<file path="config.mk">
export PLATFORM = sky130hd
export DESIGN_NAME = rca_pipe
export DESIGN_NICKNAME = d
export VERILOG_FILES = /design/src/rtl/rca_pipe.sv
export SDC_FILE = /design/constraint.sdc
export NUM_CORES = 1
export LEC_CHECK = 0
export ABC_AREA = 1
export ABC_CLOCK_PERIOD_IN_PS = 5050
export CORE_UTILIZATION = 55
export DETAILED_ROUTE_END_ITERATION = 10
export PLACE_DENSITY = 0.79
export SYNTH_ARGS = -nofsm -noshare
export SYNTH_HDL_FRONTEND = slang
export SYNTH_SLANG_ARGS = --single-unit
</file>
<file path="constraint.sdc">
create_clock -name clk -period 5.05 [get_ports clk]
set_clock_uncertainty 0.1 [all_clocks]
set_input_delay 1.01 -clock clk [delete_from_list [all_inputs] [get_ports clk]]
set_output_delay 1.01 -clock clk [all_outputs]
set_load 0.01 [all_outputs]
</file>
<file path="src/rtl/rca_pipe.sv">
// Pipelined ripple-carry adder/subtractor: one SEG-bit ripple segment per stage,
// carry registered between stages, valid/ready handshake on both sides.
module rca_pipe #(
  parameter int N   = 32,
  parameter int SEG = 8
) (
  input  logic         clk,
  input  logic         rst_n,
  input  logic         in_valid,
  output logic         in_ready,
  input  logic [N-1:0] A,
  input  logic [N-1:0] B,
  input  logic         C_in,
  input  logic         sub,
  output logic         out_valid,
  input  logic         out_ready,
  output logic [N-1:0] S_out,
  output logic         C_out,
  output logic         ovf
);

  localparam int STAGES = N / SEG;

  // Stage registers; operands carry the unprocessed upper segments forward,
  // the sum carries the finished lower segments forward.
  logic [STAGES-1:0] v_q;
  logic [STAGES-1:0] c_q;
  logic [N-1:0]      a_q [STAGES];
  logic [N-1:0]      b_q [STAGES];
  logic [N-1:0]      s_q [STAGES];
  logic              c_msb_q;

  // Per-stage inputs (from the port for stage 0, from stage k-1 otherwise).
  logic [STAGES-1:0] v_src;
  logic [STAGES-1:0] c_src;
  logic [N-1:0]      a_src [STAGES];
  logic [N-1:0]      b_src [STAGES];
  logic [N-1:0]      s_src [STAGES];

  // Per-stage next values.
  logic [N-1:0]      s_d [STAGES];
  logic [STAGES-1:0] c_d;
  logic [STAGES-1:0] stage_ready;
  logic              c_msb_d;

  always_comb begin
    logic [STAGES-1:0] low_mask;
    logic [SEG:0]      seg_sum;

    v_src    = '0;
    c_src    = '0;
    c_d      = '0;
    low_mask = '0;
    seg_sum  = '0;

    v_src[0] = in_valid;
    c_src[0] = sub ? ~C_in : C_in;
    a_src[0] = A;
    b_src[0] = sub ? ~B : B;
    s_src[0] = '0;
    for (int k = 1; k < STAGES; k++) begin
      v_src[k] = v_q[k-1];
      c_src[k] = c_q[k-1];
      a_src[k] = a_q[k-1];
      b_src[k] = b_q[k-1];
      s_src[k] = s_q[k-1];
    end

    for (int k = 0; k < STAGES; k++) begin
      seg_sum  = {1'b0, a_src[k][k*SEG +: SEG]} + {1'b0, b_src[k][k*SEG +: SEG]}
               + {{SEG{1'b0}}, c_src[k]};
      s_d[k]   = s_src[k];
      s_d[k][k*SEG +: SEG] = seg_sum[SEG-1:0];
      c_d[k]   = seg_sum[SEG];

      // NOTE: ready_k = !v_k || ready_{k+1} unrolls to "out_ready or any stage
      // at or after k is empty"; writing it that way avoids a self-referencing vector.
      low_mask       = (STAGES'(1) << k) - STAGES'(1);
      stage_ready[k] = out_ready || !(&(v_q | low_mask));
    end

    // Carry into the MSB recovered from the MSB's own sum bit.
    c_msb_d = a_src[STAGES-1][N-1] ^ b_src[STAGES-1][N-1] ^ s_d[STAGES-1][N-1];
  end

  always_ff @(posedge clk or negedge rst_n) begin
    if (!rst_n) begin
      // NOTE: data registers are reset as well as the valid bits, so the
      // outputs read zero after reset rather than stale or X values.
      v_q     <= '0;
      c_q     <= '0;
      c_msb_q <= 1'b0;
      for (int k = 0; k < STAGES; k++) begin
        a_q[k] <= '0;
        b_q[k] <= '0;
        s_q[k] <= '0;
      end
    end else begin
      for (int k = 0; k < STAGES; k++) begin
        if (stage_ready[k]) begin
          v_q[k] <= v_src[k];
          if (v_src[k]) begin
            a_q[k] <= a_src[k];
            b_q[k] <= b_src[k];
            s_q[k] <= s_d[k];
            c_q[k] <= c_d[k];
          end
        end
      end
      if (stage_ready[STAGES-1] && v_src[STAGES-1]) c_msb_q <= c_msb_d;
    end
  end

  assign in_ready  = stage_ready[0];
  assign out_valid = v_q[STAGES-1];
  assign S_out     = s_q[STAGES-1];
  assign C_out     = c_q[STAGES-1];
  assign ovf       = c_msb_q ^ c_q[STAGES-1];

endmodule

</file>
==> parameters.txt <==
Parameter                              Value

Clock tree
  Count of clock tree sinks    185
  H-tree level count    4
  Post CTS Setup Buffer Count    0
  Clock slew seen by the registers of the worst setup and hold paths    60 ps
  Clock buffers created by TritonCTS    17
  Number of gates given a new drive strength after cts    0
  Latest clock arrival within the worst-skew pair    430 ps
  Number of buffers between clock root and the deepest sink    2
  Clock tree from TritonCTS    done
  Cts-stage hold buffer count    0
  Clock tree root driver cell    sky130_fd_sc_hd__clkbuf_16

Floorplan
  DIE AREA    16300 sq um
  Core area    15300 sq um
  Cell Rows    45
  Count of boundary I/O pins    106
  Die Height    128 microns
  Initial core utilization    56.9%
  Chip Width    128 microns

Run status
  Status    complete, no violations

Timing
  Clock period minus worst slack    3460 ps
  Normalized max-slew margin    41.2%
  Final Hold Fails    0
  Total of endpoints with negative setup slack in the final report    0
  Slew Viols, Final    0
  Worst hold slack    370 ps
  Unrepaired setup endpoints after global routing    no
  Final setup slack of the worst path    1590 ps
  Aggregate negative setup slack    0 ps
  Final worst path period share    68.4%
  Highest clock frequency the design can meet    289 MHz
  Actual slew at the worst max-slew pin    880 ps

GRT
  Fraction of met3 tracks used by global routing    4.01%
  Via count of the first global-routing pass    6212
  Global-route wire length before repair    29600 microns
  Met1 usage    33.2%
  Grt total ovfl    0
  Total track usage    22.9%
  Initial antenna violation count    0
  Largest net degree at the start of global routing    82
  Highest-utilization routing layer at the global route stage    met2
  Met2 layer usage reported by global route    35.2%

Yosys
  Synthesized netlist net count    1115
  Post-synthesis cell area    8710 sq um
  Number of flip-flops and latches in the synthesized netlist    185
  Dominant cells by area after synthesis    sky130_fd_sc_hd__dfrtp_1 (53%), sky130_fd_sc_hd__nand2_1 (20%), sky130_fd_sc_hd__ha_1 (4.0%)
  Synthesis Warnings    0
  Unique cell type count in the Yosys netlist    32
  Post-synthesis sequential area ratio    53.2%
  XOR/XNOR share of the synthesized area    4.02%
  Gate count of the mapped netlist    1009
  Simple-gate portion of the synthesized area    25.1%
  Library cell occupying the most area in the post-synthesis netlist    sky130_fd_sc_hd__dfrtp_1
  Adder and majority cell fraction of the synthesized area    5.86%
  Share of Yosys cell area claimed by the top area cell type    53.2%
  Multiplexer fraction of the synthesized cell area    0%
  Share of the synthesized area in compound gates (AO/OA/AOI/OAI)    5.78%
  Synthesized area per cell    8.63 sq um
  Dominant combinational cell family by area after synthesis    simple AND/OR/NAND/NOR gates

Cells and area
  Filler cells    1231
  Share of post-route cells with drive strength above 1    5.75%
  Final-stage net count    1206
  Antenna diode count    0
  Synth-to-Final Area Change    20.0%
  Most common cell after layout, fill and taps aside    sky130_fd_sc_hd__nand2_1
  Commonest non-fill, non-tap cells in the layout    sky130_fd_sc_hd__nand2_1 (454), sky130_fd_sc_hd__dfrtp_1 (185), sky130_fd_sc_hd__clkdlybuf4s50_1 (103)

Setup path
  Crit path kind    input port to output port
  Worst EP required    3940 ps
  Critical path fanouts, max    4
  CP Launch Type    input port
  Capturing element type of the critical path    output port
  Data arrival time at the worst-slack endpoint    2350 ps

Pwr
  Leak pwr    0.00537 uW
  Power density of the placed cells    509 nW/um^2
  Worst IR Drop VDD    0.000313 V
  Switching share of power    33.4%
  Clock Power Share    26.0%
  Comb pwr share    32.1%
  Net switching power    1780 uW
  Portion of total power attributed to sequential cells    41.9%
  Cell-internal power    3550 uW

Routing
  Initial DRT Pass Iterations    5
  Residual antenna-violating net count after detailed routing    0
  Routed length per placed instance    12.9 microns
  Number of vias per cell    4.97
  Number of DRC markers in iteration 0    502
  Drt drc    0
  Wirelength, routed    17100 microns
  Via count of the routed design    6583

Place
  Placed wire-length estimate    11500 microns
  Buffers on Ports    105
  Post-Place Worst Slack    1590 ps
  Final estimated routing congestion in global placement    0.871

Job
  Number of maximum-capacitance violations    0

Worst hold path
  Path category of the worst min-delay check    flop to flop
[stage by stage]
stage | instance area (sq um) | cells | util, % | total power [uW]
after floorplan | 8710 | 1009 | - | 3300
after global placement | 9830 | 1292 | 64.2 | 3870
after detailed placement | 9830 | 1292 | 64.2 | 3940
after CTS | 10500 | 1324 | 68.3 | 5350
after global routing | 10500 | 1324 | 68.3 | 5700
final | 10500 | 1324 | 68.3 | 5320
[cells in the mapped netlist, drive strengths merged]
cell type / instances
a21oi: 9
a31oi: 1
and2: 2
buf: 33
clkbuf: 6
dfrtp: 185
fa: 8
ha: 28
inv: 79
nand2: 456
nand3: 35
nand3b: 6
nand4: 4
nor2: 28
o21ai: 82
o22ai: 3
or2: 4
xnor2: 26
xor2: 14
[worst paths after layout]
path | to | start | cells after the start | slack [ps]
max | in_ready | out_ready | 6 | 1590
min | S_out[12] | s_d[12] | 2 | 370
max reg2reg | s_d[3] | v_q[3] | 6 | 2960
min reg2reg | S_out[12] | s_d[12] | 2 | 370
max in group asynchronous | a_q[57] | rst_n | 2 | 3340
min in group asynchronous | b_q[104] | rst_n | 1 | 520
[kinds of logic (layout without fill, tap and decap cells)]
group | after synthesis | after routing
flip-flops | 185 | 185
XOR/XNOR | 40 | 40
AO/OA/AOI/OAI | 95 | 95
AND/OR/NAND/NOR | 535 | 535
buffers and inverters | 118 | 222
adder cells (fa/ha/maj) | 36 | 36
[final cells by class]
| class | count | area, sq um | share of cell area, % |
|---|---|---|---|
| clock buffer | 22 | 484 | 4.63 |
| clock inverter | 10 | 138 | 1.32 |
| inverter | 79 | 299 | 2.86 |
| multi-input combinational | 706 | 3550 | 33.9 |
| sequential | 185 | 4630 | 44.3 |
| tap | 211 | 264 | 2.53 |
| timing repair buffer | 111 | 1090 | 10.5 |
[metal layers]
layer,share of wire (%),vias to the layer above
met5,0,-
met4,1.6,0
li1,-,3313
met3,4.4,25
met2,46,154
met1,48,3091
[worst max-delay path, stage by stage]
cell and delay [ps]:
sky130_fd_sc_hd__clkdlybuf4s50_1 470, sky130_fd_sc_hd__inv_2 50, sky130_fd_sc_hd__nand3_4 100, sky130_fd_sc_hd__nor2_8 50
sky130_fd_sc_hd__nand2_4 110, sky130_fd_sc_hd__clkdlybuf4s50_1 550
[power groups by stage]
stage / sequential, uW / clock [uW] / combinational, uW
floorplan: 2250 / 0 / 1050
global placement: 2240 / 0 / 1630
global route: 2290 / 1470 / 1940
CTS: 2230 / 1400 / 1720
detailed placement: 2250 / 0 / 1690
finish: 2230 / 1380 / 1710
[sequential cells by signal, summed over array words and instances, names as in the netlist]
register,count
c_msb_q,1
s_d,48
b_q,48
c_q,4
a_q,48
S_out,32
v_q,4
Note: power is estimated with default switching activity, not from simulation.
